<file path="config.mk">
export PLATFORM = sky130hd
export DESIGN_NAME = sram_arbiter
export DESIGN_NICKNAME = d
export VERILOG_FILES = /design/src/rtl/sram_arbiter.sv
export SDC_FILE = /design/constraint.sdc
export NUM_CORES = 1
export LEC_CHECK = 0
export ABC_AREA = 1
export BUFFER_PORTS_ARGS = -buffer_cell sky130_fd_sc_hd__buf_2
export CORE_ASPECT_RATIO = 2
export CORE_MARGIN = 4
export CORE_UTILIZATION = 30
export DETAILED_ROUTE_END_ITERATION = 12
export PLACE_DENSITY = 0.68
export RECOVER_POWER = 50
export SETUP_SLACK_MARGIN = 0.05
export SYNTH_ARGS = -nofsm -noshare
export SYNTH_HDL_FRONTEND = slang
export SYNTH_SLANG_ARGS = --single-unit
</file>
<file path="constraint.sdc">
create_clock -name i_clk -period 2.7 [get_ports i_clk]
set_clock_uncertainty 0.05 [all_clocks]
set_input_delay 0 -clock i_clk [delete_from_list [all_inputs] [get_ports i_clk]]
set_output_delay 0 -clock i_clk [all_outputs]
set_load 0.1 [all_outputs]
</file>
<file path="src/rtl/sram_arbiter.sv">
// Two-port arbiter/sequencer in front of a combinational SRAM wrapper.
// Define SRAM_ARB_RR_EN for round-robin tie-breaking; otherwise port 0 has fixed priority.
module sram_arbiter #(
  parameter int ADDR_WIDTH    = 20,
  parameter int DATA_WIDTH    = 16,
  parameter int ACCESS_CYCLES = 2
) (
  input  logic                  i_clk,
  input  logic                  i_rst,
  input  logic                  i_req0_valid,
  output logic                  o_req0_ready,
  input  logic                  i_req0_we,
  input  logic [ADDR_WIDTH-1:0] i_req0_addr,
  input  logic [DATA_WIDTH-1:0] i_req0_wdata,
  output logic                  o_rsp0_valid,
  output logic [DATA_WIDTH-1:0] o_rsp0_rdata,
  input  logic                  i_req1_valid,
  output logic                  o_req1_ready,
  input  logic                  i_req1_we,
  input  logic [ADDR_WIDTH-1:0] i_req1_addr,
  input  logic [DATA_WIDTH-1:0] i_req1_wdata,
  output logic                  o_rsp1_valid,
  output logic [DATA_WIDTH-1:0] o_rsp1_rdata,
  output logic                  o_sram_wren,
  output logic [ADDR_WIDTH-1:0] o_sram_addr,
  output logic [DATA_WIDTH-1:0] o_sram_wdata,
  input  logic [DATA_WIDTH-1:0] i_sram_rdata,
  output logic                  o_busy
);

  generate
    if (ACCESS_CYCLES < 1 || ACCESS_CYCLES > 8) begin : g_bad_cycles
      $error("sram_arbiter: ACCESS_CYCLES must be in 1..8");
    end
  endgenerate

  localparam logic [2:0] CNT_INIT = 3'(ACCESS_CYCLES - 1);

  typedef enum logic [1:0] {IDLE, ACCESS, RECOVER} state_t;

  state_t                r_state;
  logic [2:0]            r_cnt;
  logic                  r_owner;
  logic                  r_wren;
  logic [ADDR_WIDTH-1:0] r_addr;
  logic [DATA_WIDTH-1:0] r_wdata;
  logic                  r_rsp0_valid;
  logic [DATA_WIDTH-1:0] r_rsp0_rdata;
  logic                  r_rsp1_valid;
  logic [DATA_WIDTH-1:0] r_rsp1_rdata;
`ifdef SRAM_ARB_RR_EN
  logic                  r_last_grant;
`endif

  logic w_pick1;
  logic w_idle_ok;
  logic w_hs;

  // w_pick1 selects port 1 as the winner; only meaningful when some valid is high.
  always_comb begin
    w_pick1 = 1'b0;
`ifdef SRAM_ARB_RR_EN
    if (i_req0_valid && i_req1_valid) w_pick1 = (r_last_grant == 1'b0);
    else                              w_pick1 = i_req1_valid;
`else
    w_pick1 = i_req1_valid && !i_req0_valid;
`endif
  end

  assign w_idle_ok    = (r_state == IDLE) && !i_rst;
  assign o_req0_ready = w_idle_ok && i_req0_valid && !w_pick1;
  assign o_req1_ready = w_idle_ok && i_req1_valid && w_pick1;
  assign w_hs         = o_req0_ready || o_req1_ready;

  always_ff @(posedge i_clk or posedge i_rst) begin
    if (i_rst) begin
      r_state      <= IDLE;
      r_cnt        <= '0;
      r_owner      <= 1'b0;
      r_wren       <= 1'b0;
      r_addr       <= '0;
      r_wdata      <= '0;
      r_rsp0_valid <= 1'b0;
      r_rsp0_rdata <= '0;
      r_rsp1_valid <= 1'b0;
      r_rsp1_rdata <= '0;
`ifdef SRAM_ARB_RR_EN
      r_last_grant <= 1'b1;
`endif
    end else begin
      r_rsp0_valid <= 1'b0;
      r_rsp1_valid <= 1'b0;
      case (r_state)
        IDLE: begin
          if (w_hs) begin
            r_wren  <= w_pick1 ? i_req1_we    : i_req0_we;
            r_addr  <= w_pick1 ? i_req1_addr  : i_req0_addr;
            r_wdata <= w_pick1 ? i_req1_wdata : i_req0_wdata;
            r_cnt   <= CNT_INIT;
            r_owner <= w_pick1;
`ifdef SRAM_ARB_RR_EN
            r_last_grant <= w_pick1;
`endif
            r_state <= ACCESS;
          end
        end
        ACCESS: begin
          // Sample read data on the last held cycle, when the wrapper output has settled.
          if (r_cnt == 3'd0) begin
            if (!r_wren) begin
              if (r_owner) r_rsp1_rdata <= i_sram_rdata;
              else         r_rsp0_rdata <= i_sram_rdata;
            end
            if (r_owner) r_rsp1_valid <= 1'b1;
            else         r_rsp0_valid <= 1'b1;
            r_wren  <= 1'b0;
            r_state <= RECOVER;
          end else begin
            r_cnt <= r_cnt - 3'd1;
          end
        end
        RECOVER: r_state <= IDLE;
        default: r_state <= IDLE;
      endcase
    end
  end

  assign o_sram_wren  = r_wren;
  assign o_sram_addr  = r_addr;
  assign o_sram_wdata = r_wdata;
  assign o_rsp0_valid = r_rsp0_valid;
  assign o_rsp0_rdata = r_rsp0_rdata;
  assign o_rsp1_valid = r_rsp1_valid;
  assign o_rsp1_rdata = r_rsp1_rdata;
  assign o_busy       = (r_state != IDLE);

endmodule
</file>
# Word level (Yosys, flattened, before mapping)

Cells that the tools add are included.

$add $sub $neg: 1
Bitwise operators: 2
Multiplexer cells: 18
Equality and inequality tests: 4
Reduce and logical (&&, ||, !) cells: 20

Operator list:

| operator            | count |
|---|---|
| $mux 20             | 1 |
| $mux 16             | 1 |
| $mux 1              | 9 |
| $reduce_and 4->1    | 2 |
| $logic_and 1x1->1   | 6 |
| $mux 3              | 2 |
| $ne 2x2->1 const B  | 3 |
| $pmux 3 s2          | 1 |
| $reduce_and 3->1    | 2 |
| $mux 2              | 2 |
| $pmux 2 s2          | 1 |
| $reduce_and 2->1    | 2 |
| $reduce_bool 2->1   | 2 |
| $logic_not 1->1     | 3 |
| $logic_not 3->1     | 1 |
| $sub 3x1->3 const B | 1 |
| $eq 2x1->1 const B  | 1 |
| $logic_not 2->1     | 1 |
| $not 1->1           | 2 |
| $pmux 1 s2          | 1 |
| $logic_or 1x1->1    | 1 |

Flip-flop bits (word level): 77
Output and inout port bits: 74
Input bits: 94
Word-level logic and storage cells: 55

# Logic depth before layout (Yosys ltp)

Gate-level depths: netlist (run 1).

Depth in word-level cells: 7
Depth in mapped cells: 8

# Least setup slack after synthesis (run 1)

Ideal clock, no wire load.

Path type: input to output
Start point: in i_rst
End point: out o_req0_ready
Slack: -0.543 ns
Arrival: 3.193 ns
Path buffers: 0
Data required time: 2.650 ns
Stages on the path: 3
Cells stage by stage: inv_1 nand2_1 nor2_1

Cells in the longest elaborated chain, start to end: 4

RTL lines:

| element                         | RTL line | text |
|---|---|---|
| start, declared                 | 9        | `input logic i_rst,` |
| $logic_not 1->1 (no line)       | --       |  |
| $logic_and 1x1->1               | 70       | `assign w_idle_ok = (r_state == IDLE) && !i_rst;` |
| $logic_and 1x1->1 (2 in series) | 71       | `assign o_req0_ready = w_idle_ok && i_req0_valid && !w_pick1;` |
| end, declared                   | 11       | `output logic o_req0_ready,` |

Every way passes these cells.

# Final worst setup path (run 1)

Start point: reg r_cnt[0]
End point: reg r_rsp0_rdata[5], in the netlist o_rsp0_rdata[5]

Cells in the longest elaborated chain, start to end: 2

RTL lines:

| element                    | RTL line | text |
|---|---|---|
| start, declared            | 42       | `logic [2:0] r_cnt;` |
| start signal, assigned     | 119      | `r_cnt <= r_cnt - 3'd1;` |
| $logic_not 3->1            | 109      | `if (r_cnt == 3'd0) begin` |
| $reduce_and 4->1 (no line) | --       |  |
| end signal, assigned       | 112      | `else r_rsp0_rdata <= i_sram_rdata;` |
| end, declared              | 48       | `logic [DATA_WIDTH-1:0] r_rsp0_rdata;` |

Every way passes these cells.
A chain may end at the register's enable or synchronous reset.

==> qor.csv, run 1 <==
stage,metric,value,unit
global_routing,vias in the first global route,4026,
clock_network,Sink Count,77,
routing,Detail Route Antenna Nets,0,
floorplanning,Ports,168,
sta,highest clock rate,586,MHz
setup_path,Setup crit end kind,register,
sta,PnR worst setup slack,0.994,ns
layout,synthesis-to-finish area growth,56.0,%
global_routing,GRT Residual Overflow,0,
setup_path,"Worst Path Class, Setup",register to register,
clock_network,clock slew at reported path FFs,0.06,ns
floorplanning,core area,11800,µm²
synthesis,Post-synth EDFFs,0,
clock_network,Post CTS Setup Buffer Count,0,
synthesis,"Seq/Total Area, Yosys",53.5,%
synthesis,Synth Register Bits,77,
clock_network,htree depth,3,
layout,fillers,1180,
sta,Final Slew Violations,78,
synthesis,Mapped Area,3600,µm²
sta,shortest period the worst path allows,1.71,ns
synthesis,Syn Area/Cell,7.70,µm²
routing,Wirelength per Cell,13.5,µm
routing,Detailed Route WL,11700,µm
setup_path,CP arrival,1.87,ns
setup_path,Worst setup SP type,register,
outcome,failing checks,"capacitance limit, slew limit",
sta,Worst Tran Pin Value,1.90,ns
global_routing,Total GRT Usage,16.9,%
layout,share of layout cells above drive strength 1,23.1,%
sta,Worst slew margin,-26.3,%
layout,cell area after layout,5620,µm²
layout,Layout Nets,814,
synthesis,Syn Nets,564,
clock_network,Clock Path Buffers,2,
synthesis,post-synthesis instance total,468,
clock_network,Worst-Skew Late Latency,0.33,ns
floorplanning,DIE HEIGHT,163,µm
clock_network,CTS Buf Count,9,
setup_path,crit-path max FO,35,
setup_path,Worst Path Required,2.87,ns
clock_network,clock root buffer,clkbuf_16,
floorplanning,die footprint,13900,µm²
sta,final setup violation count,0,
synthesis,asr flop ratio synth,100,%
synthesis,"area leader, netlist",dfrtp_1,
routing,First-pass DRT Iterations,4,
sta,Final Hold Viols,0,
synthesis,Yosys top cell area share,53.5,%
routing,routed vias,3924,
synthesis,"Top FF cell, synth",dfrtp_1,
min_path,Hold WC Path Type,input port to register,
routing,DRT iter0 DRCs,165,
floorplanning,Rows,56,
outcome,status,finished with violations,
layout,antenna cells,0,
synthesis,top post-synthesis cells by area,"dfrtp_1 (53%), nand2_1 (31%), nand3_1 (5.0%), buf_6 (1.6%), nor2_8 (1.1%)",
place,Placement Setup Slack,0.996,ns
routing,detailed-route DRC error count,0,
floorplanning,die width,85.5,µm
place,Placement Cell Area,4500,µm²
floorplanning,initial core utilization,30.6,%
place,Final HPWL DP,7710,µm
layout,most frequent cells in the layout,"nand2_1 (301), buf_2 (130), dlygate4sd3_1 (90)",
place,placer congestion estimate,0.878,
clock_network,CTS tree,done,
synthesis,Yosys cell types,19,
global_routing,initial antenna violation count,0,
synthesis,YS warnings,0,
routing,drt via density,4.52,
sta,setup_tns,0,ns
layout,"commonest non-fill, non-tap cell in the layout",nand2_1,
global_routing,largest net degree at the start of global routing,78,
setup_path,Reg2Reg Depth,7,
min_path,cell count of the worst hold path,6,
flow_run,max-cap viol count,1,
place,PortBufs,167,
global_routing,first-pass GRT wire length,18800,µm
sta,Final Cycle Share,63.2,%
sta,RSZ-0062 raised after global routing,false,
[worst paths after layout]
kind | start | endpoint | slack [ns]
worst max-delay path | r_cnt[0] | o_rsp0_rdata[5] | 0.99
worst min-delay path | i_req1_valid | o_sram_wdata[10] | 0.19
worst max register to register | r_cnt[0] | o_rsp0_rdata[5] | 0.99
worst min register to register | o_rsp0_rdata[2] | o_rsp0_rdata[2] | 0.42
max in group asynchronous | i_rst | o_sram_addr[11] | 1.01
min in group asynchronous | i_rst | o_rsp0_valid | 0.47
[through the flow]
| stage | hold WS, ns | instances | utilization [%] |
|---|---|---|---|
| floorplan | 0.0946 | 468 | - |
| global placement | 0.211 | 762 | 38.3 |
| detailed placement | 0.210 | 762 | 38.3 |
| CTS | 0.0870 | 868 | 48.2 |
| global route | 0.218 | 868 | 47.7 |
| finish | 0.191 | 868 | 47.7 |
[area by class of cell]
type | count | area, µm² | share of cell area, %
timing repair buffer | 260 | 1710 | 30.4
multi-input combinational | 356 | 1480 | 26.3
sequential | 77 | 1930 | 34.3
clock buffer | 9 | 225 | 4.01
tap | 145 | 181 | 3.23
inverter | 14 | 55.1 | 0.980
clock inverter | 7 | 42.5 | 0.757
[state kept, by name, indices dropped and copies added, names as in the netlist]
name / flops
o_rsp0_valid: 1
o_rsp1_rdata: 16
r_state: 2
o_rsp0_rdata: 16
o_rsp1_valid: 1
r_cnt: 3
r_owner: 1
o_sram_wren: 1
o_sram_wdata: 16
o_sram_addr: 20
[synth_stat cells (2+ instances only)]
master,instances
ha_1,2
nand2_1,301
nand2_4,2
nand3_1,36
buf_6,5
inv_2,6
inv_1,7
nor2_1,6
nand2_2,3
buf_2,6
clkbuf_1,5
nor2_8,2
dfrtp_1,77
buf_4,5
[logic make-up after synthesis]
kind of cell / count (synthesis) / share of synthesized area, %
simple gates: 353 / 40.2
flops: 77 / 53.5
buf+inv: 35 / 5.45
fa+ha+maj: 2 / 0.695
compound gates: 1 / 0.139
[worst max-delay path, cell delays in order, from the launching register on]
cell     delay, ns
dfrtp_1       0.39
inv_1         0.09
ha_1          0.16
nand2_2       0.11
nor2_8        0.40
nand2_4       0.22
nand2_1       0.11
nand2_1       0.05
[routing by layer]
layer / up-vias / part of all wire (%) / global-route usage, %
li1: 1928 / - / -
met1: 1787 / 37 / 17.9
met2: 179 / 52 / 30.6
met3: 30 / 7.4 / 4.30
met4: 0 / 3.5 / 7.93
met5: - / 0 / 0
[timing repair]
item,4_1_cts,5_1_grt
hold buffers,90,0
gates resized for setup,0,0
endpoints found under the setup margin,0,0
hold endpoints to repair,69,0
Power of run 1 is not shown: default switching activity piles up to over one toggle a cycle in this logic, so the estimate is an artifact.
==> inputs of run 2 (changes only) <==
==> constraint.sdc (replaced) <==
create_clock -name i_clk -period 1.7 [get_ports i_clk]
set_clock_uncertainty 0.05 [all_clocks]
set_input_delay 0 -clock i_clk [delete_from_list [all_inputs] [get_ports i_clk]]
set_output_delay 0 -clock i_clk [all_outputs]
set_load 0.1 [all_outputs]
==> qor.csv, run 2 (synthesis gave the netlist of run 1 again) <==
stage,metric,value,unit,change
sta,Final Slew Violations,0,,was 78
layout,share of layout cells above drive strength 1,28.4,%,was 23.1%
routing,detailed-route DRC error count,0,,unchanged
floorplanning,Ports,168,,unchanged
setup_path,crit-path max FO,3,,was 35
floorplanning,core area,11800,µm²,unchanged
global_routing,largest net degree at the start of global routing,78,,unchanged
sta,Final Cycle Share,89.5,%,
setup_path,Reg2Reg Depth,8,,was 7
place,Placement Setup Slack,0.235,ns,was 0.996 ns
global_routing,routing usage on met3,4.41,%,was 4.30%
floorplanning,initial core utilization,30.6,%,unchanged
sta,Worst slew margin,33.7,%,was -26.3%
clock_network,Post CTS Setup Buffer Count,0,,unchanged
clock_network,CTS tree,done,,unchanged
sta,highest clock rate,657,MHz,
clock_network,clock root buffer,clkbuf_16,,unchanged
layout,most frequent cells in the layout,"nand2_1 (301), buf_2 (127), dlygate4sd3_1 (91)",,"was nand2_1 (301), buf_2 (130), dlygate4sd3_1 (90)"
routing,Wirelength per Cell,13.8,µm,was 13.5 µm
sta,PnR worst setup slack,0.179,ns,was 0.994 ns
clock_network,Clock Path Buffers,2,,unchanged
setup_path,Setup crit end kind,output port,,was register
global_routing,GRT Residual Overflow,0,,unchanged
setup_path,Slowest cell on crit path,dfrtp_1,,was nor2_8
routing,DRT iter0 DRCs,121,,was 165
layout,Finished Layout Cells,874,,was 868
global_routing,vias in the first global route,4139,,"was 4,026"
global_routing,initial antenna violation count,0,,unchanged
floorplanning,die footprint,13900,µm²,unchanged
place,placer congestion estimate,0.910,,was 0.878
floorplanning,DIE HEIGHT,163,µm,unchanged
place,Placed Cells,766,,was 762
setup_path,cell chain of the critical path,nor2_2 -> nand2_1 -> nor2_2 -> buf_4,,was inv_1 -> ha_1 -> nand2_2 -> nor2_8 -> nand2_4 -> nand2_1 -> nand2_1
sta,final setup violation count,0,,unchanged
place,PortBufs,167,,unchanged
layout,synthesis-to-finish area growth,61.3,%,was 56.0%
routing,Detailed Route WL,12100,µm,"was 11,700 µm"
place,Final HPWL DP,7920,µm,was 7710 µm
setup_path,most frequent CP cell,nor2_2,,was nand2_1
setup_path,Worst setup SP type,register,,unchanged
clock_network,htree depth,3,,unchanged
layout,Layout Nets,819,,was 814
setup_path,CP arrival,1.47,ns,was 1.87 ns
global_routing,GR Layer Usage met2,31.7,%,was 30.6%
routing,Detail Route Antenna Nets,0,,unchanged
routing,First-pass DRT Iterations,5,,was 4
min_path,Hold WC Path Type,input port to register,,unchanged
routing,drt via density,4.56,,was 4.52
flow_run,max-cap viol count,0,,was 1
layout,max reg flops,20,,unchanged
global_routing,GR Layer Usage met1,18.0,%,was 17.9%
clock_network,CTS Buf Count,9,,unchanged
sta,RSZ-0062 raised after global routing,false,,unchanged
floorplanning,Rows,56,,unchanged
outcome,status,completed,,was finished with violations
sta,shortest period the worst path allows,1.52,ns,
global_routing,first-pass GRT wire length,19500,µm,"was 18,800 µm"
routing,routed vias,3982,,"was 3,924"
sta,Worst Tran Pin Value,0.994,ns,was 1.90 ns
setup_path,"Worst Path Class, Setup",register to output port,,was register to register
global_routing,Total GRT Usage,17.7,%,was 16.9%
layout,final core occ,49.4,%,was 47.7%
clock_network,clock slew at reported path FFs,0.06,ns,about the same
sta,Final Hold Viols,0,,unchanged
clock_network,Worst-Skew Late Latency,0.33,ns,about the same
layout,"commonest non-fill, non-tap cell in the layout",nand2_1,,unchanged
global_routing,busiest grt layer,met2,,unchanged
setup_path,Worst Path Required,1.65,ns,was 2.87 ns
clock_network,Sink Count,77,,unchanged
min_path,cell count of the worst hold path,4,,was 6
floorplanning,die width,85.5,µm,unchanged
setup_path,Worst path max stage delay,0.40,ns,about the same
==> run 2: final cells by class <==
| type | count | area (µm²) |
|---|---|---|
| diodes | 1 | 2.50 |
| fillers | 1121 | 5960 |
| clock inverters | 4 | 95.1 |
| clock buffers | 12 | 246 |
| repair buffers | 265 | 1820 |
| multi-input cells | 356 | 1480 |
| flip-flops and latches | 77 | 1930 |
| well taps | 145 | 181 |
| inverters | 14 | 58.8 |
==> run 2: routing by layer <==
layer / wire, µm / share of wire [%] / vias up
li1: - / - / 1934
met1: 4290 / 36 / 1821
met2: 6230 / 52 / 185
met3: 919 / 7.6 / 42
met4: 613 / 5.1 / 0
met5: 0 / 0 / -
==> run 2: path summary, 6_finish.rpt <==
path / startpoint / to / slack, ns
worst max-delay path: r_state[0] / o_req0_ready / 0.18
worst min-delay path: i_req1_valid / r_owner / 0.15
worst max register to register: r_cnt[0] / o_rsp0_rdata[6] / 0.23
worst min register to register: o_rsp1_rdata[1] / o_rsp1_rdata[1] / 0.42
max in group asynchronous: i_rst / o_sram_addr[17] / 0.32
min in group asynchronous: i_rst / o_sram_wdata[7] / 0.63
==> run 2: stage by stage <==
step	area, µm²	hold WS, ns	TNS (ns)
finish	5810	0.146	0
detailed placement	4570	0.183	0
floorplan	3620	0.0946	-11.38
CTS	5820	0.128	0
global route	5810	0.183	0
global placement	4570	0.179	0
==> run 2: repair_timing <==
action / 4_1_cts / 5_1_grt
endpoints found under the setup margin: 2 / 0
hold buffers: 91 / 0
gates resized for setup: 2 / 0
hold endpoints to repair: 146 / 0
==> run 2: critical path, delay by kind of cell (launching register included) <==
| kind | cells | cell delay (ns) |
|---|---|---|
| simple gates | 3 | 0.46 |
| flops | 1 | 0.40 |
| buf+inv | 1 | 0.29 |
Power of run 2 is left out for the same reason.
==> inputs of run 3 (changes only) <==
--- a/config.mk
+++ b/config.mk
@@ -11,7 +11,7 @@
 export CORE_MARGIN = 4
 export CORE_UTILIZATION = 30
 export DETAILED_ROUTE_END_ITERATION = 12
-export PLACE_DENSITY = 0.68
+export PLACE_DENSITY = 0.62
 export RECOVER_POWER = 50
 export SETUP_SLACK_MARGIN = 0.05
 export SYNTH_ARGS = -nofsm -noshare
==> qor.csv, run 3 (synthesis gave the netlist of run 1 again) <==
stage,metric,value,unit,change
outcome,status,completed,,unchanged
routing,drt via density,4.38,,was 4.56
setup_path,CP top delay family,simple AND/OR/NAND/NOR gates,,unchanged
setup_path,Setup crit end,o_req1_ready,,was o_req0_ready
sta,Worst slew margin,37.0,%,was 33.7%
clock_network,Worst-Skew Late Latency,0.33,ns,about the same
setup_path,Setup crit end kind,output port,,unchanged
place,PortBufs,167,,unchanged
sta,PnR worst setup slack,0.184,ns,was 0.179 ns
clock_network,Sink Count,77,,unchanged
layout,"commonest non-fill, non-tap cell in the layout",nand2_1,,unchanged
setup_path,reg-to-reg endpoint,o_sram_addr[2],,was o_rsp0_rdata[6]
floorplanning,core area,11800,µm²,unchanged
clock_network,CTS tree,done,,unchanged
floorplanning,DIE HEIGHT,163,µm,unchanged
sta,Final Slew Violations,0,,unchanged
layout,multi-input combinational cell area,1480,µm²,unchanged
global_routing,GRT Residual Overflow,0,,unchanged
sta,RSZ-0062 raised after global routing,false,,unchanged
global_routing,first-pass GRT wire length,17800,µm,"was 19,500 µm"
layout,max reg flops,20,,unchanged
clock_network,clock slew at reported path FFs,0.06,ns,about the same
setup_path,CP arrival,1.47,ns,about the same
layout,share of layout cells above drive strength 1,28.8,%,was 28.4%
routing,metal3 WL,654,µm,was 919 µm
routing,met1 WL,4110,µm,was 4290 µm
setup_path,cell chain of the critical path,nor2_2 -> nand2_1 -> nor2_2 -> buf_4,,unchanged
setup_path,crit-path max FO,3,,unchanged
min_path,Hold WC Path Type,input port to asynchronous set/reset pin,,was input port to register
layout,Seq. cell area,1930,µm²,unchanged
setup_path,"Worst Path Class, Setup",register to output port,,unchanged
sta,Final Hold Viols,0,,unchanged
routing,Top Layer Used,met4,,unchanged
layout,antenna cells,0,,was 1
setup_path,Reg2Reg Depth,5,,was 8
clock_network,Post CTS Setup Buffer Count,0,,unchanged
setup_path,critical path launch point,r_state[0],,unchanged
routing,routed vias,3827,,"was 3,982"
layout,Finished Layout Cells,873,,was 874
global_routing,largest net degree at the start of global routing,76,,was 78
layout,synthesis-to-finish area growth,58.9,%,was 61.3%
routing,DRT iter0 DRCs,67,,was 121
place,Placement Setup Slack,0.246,ns,was 0.235 ns
sta,Final Cycle Share,89.2,%,was 89.5%
setup_path,Worst path max stage delay,0.39,ns,was 0.40 ns
place,placer congestion estimate,0.790,,was 0.910
layout,Layout Nets,819,,unchanged
setup_path,Crit Reg-Reg Startpoint,r_state[0],,was r_cnt[0]
routing,First-pass DRT Iterations,4,,was 5
setup_path,Worst Path Required,1.65,ns,about the same
layout,fillers,1160,,"was 1,121"
routing,Wirelength per Cell,12.3,µm,was 13.8 µm
floorplanning,Ports,168,,unchanged
layout,most frequent cells in the layout,"nand2_1 (301), buf_2 (129), dlygate4sd3_1 (91)",,"was nand2_1 (301), buf_2 (127), dlygate4sd3_1 (91)"
place,Placed Cells,766,,unchanged
clock_network,clock root buffer,clkbuf_16,,unchanged
place,Final HPWL DP,7470,µm,was 7920 µm
setup_path,Slowest cell on crit path,dfrtp_1,,unchanged
global_routing,Total GRT Usage,15.8,%,was 17.7%
global_routing,vias in the first global route,3832,,"was 4,139"
clock_network,CTS Buf Count,9,,unchanged
setup_path,Worst setup SP type,register,,unchanged
routing,metal2 WL,5690,µm,was 6230 µm
sta,highest clock rate,660,MHz,was 657 MHz
flow_run,max-cap viol count,0,,unchanged
layout,final core occ,48.6,%,was 49.4%
sta,final setup violation count,0,,unchanged
floorplanning,die footprint,13900,µm²,unchanged
floorplanning,initial core utilization,30.6,%,unchanged
setup_path,WP depth,4,,unchanged
floorplanning,Rows,56,,unchanged
global_routing,initial antenna violation count,0,,unchanged
setup_path,most frequent CP cell,nor2_2,,unchanged
sta,Worst Tran Pin Value,0.945,ns,was 0.994 ns
setup_path,flop2flop setup slack,0.25,ns,was 0.23 ns
clock_network,htree depth,3,,unchanged
setup_path,Bufs and invs on worst path,1,,unchanged
floorplanning,die width,85.5,µm,unchanged
sta,setup_tns,0,ns,unchanged
routing,Detailed Route WL,10800,µm,"was 12,100 µm"
routing,detailed-route DRC error count,0,,unchanged
clock_network,Clock Path Buffers,2,,unchanged
routing,Detail Route Antenna Nets,0,,unchanged
sta,shortest period the worst path allows,1.52,ns,about the same
## run 3: cell count changes in the layout (fill, tap and decap cells not counted)
| cell | delta |
|---|---|
| buf_12 | -1 |
| buf_2 | +2 |
| buf_4 | +1 |
| bufinv_16 | -3 |
| clkbuf_1 | -3 |
| clkbuf_2 | -1 |
| clkbuf_8 | -1 |
| clkinv_2 | +3 |
| clkinvlp_2 | -1 |
| clkinvlp_4 | +4 |
| diode_2 | -1 |
## run 3: stage by stage
step / hold slack (ns) / area (µm²)
2_1_floorplan: 0.0946 / 3620
3_3_place_gp: -0.115 / 4550
3_5_place_dp: -0.111 / 4550
4_1_cts: 0.0950 / 5740
5_1_grt: 0.0942 / 5730
6_report: 0.0780 / 5730
## run 3: worst min-delay path by stage
stage / to / slack [ns]
6_report: o_sram_addr[6] / 0.08
5_1_grt: o_sram_addr[7] / 0.09
2_1_floorplan: o_rsp0_rdata[0] / 0.09
3_5_place_dp: o_sram_addr[6] / -0.11
4_1_cts: o_sram_addr[7] / 0.09
3_3_place_gp: o_sram_addr[6] / -0.11
## run 3: cell type report
cell class / count / area share [%]
clock buffers: 9 / 3.93
clock inverters: 7 / 0.743
inverters: 14 / 1.07
multi-input cells: 356 / 25.9
flip-flops and latches: 77 / 33.7
well taps: 145 / 3.17
repair buffers: 265 / 31.5
## run 3: worst reg2reg max path, cell delays in order, from the launching register on
cell and delay [ns]:
dfrtp_1 0.39, nor2_2 0.20, nand3_4 0.25, clkinv_4 0.30, nand2_1 0.12, nand2_1 0.06
## run 3: repair_timing
item / in CTS / in global routing
endpoints found under the hold margin: 146 / 0
gates resized for setup: 2 / 0
hold buffers: 91 / 0
setup endpoints to repair: 2 / 0
## run 3: per-layer routing
layer | vias up | track usage, %
li1 | 1931 | -
met1 | 1714 | 17.4
met2 | 155 | 28.5
met3 | 27 | 3.29
met4 | 0 | 6.92
met5 | - | 0
Power of run 3 is left out for the same reason.
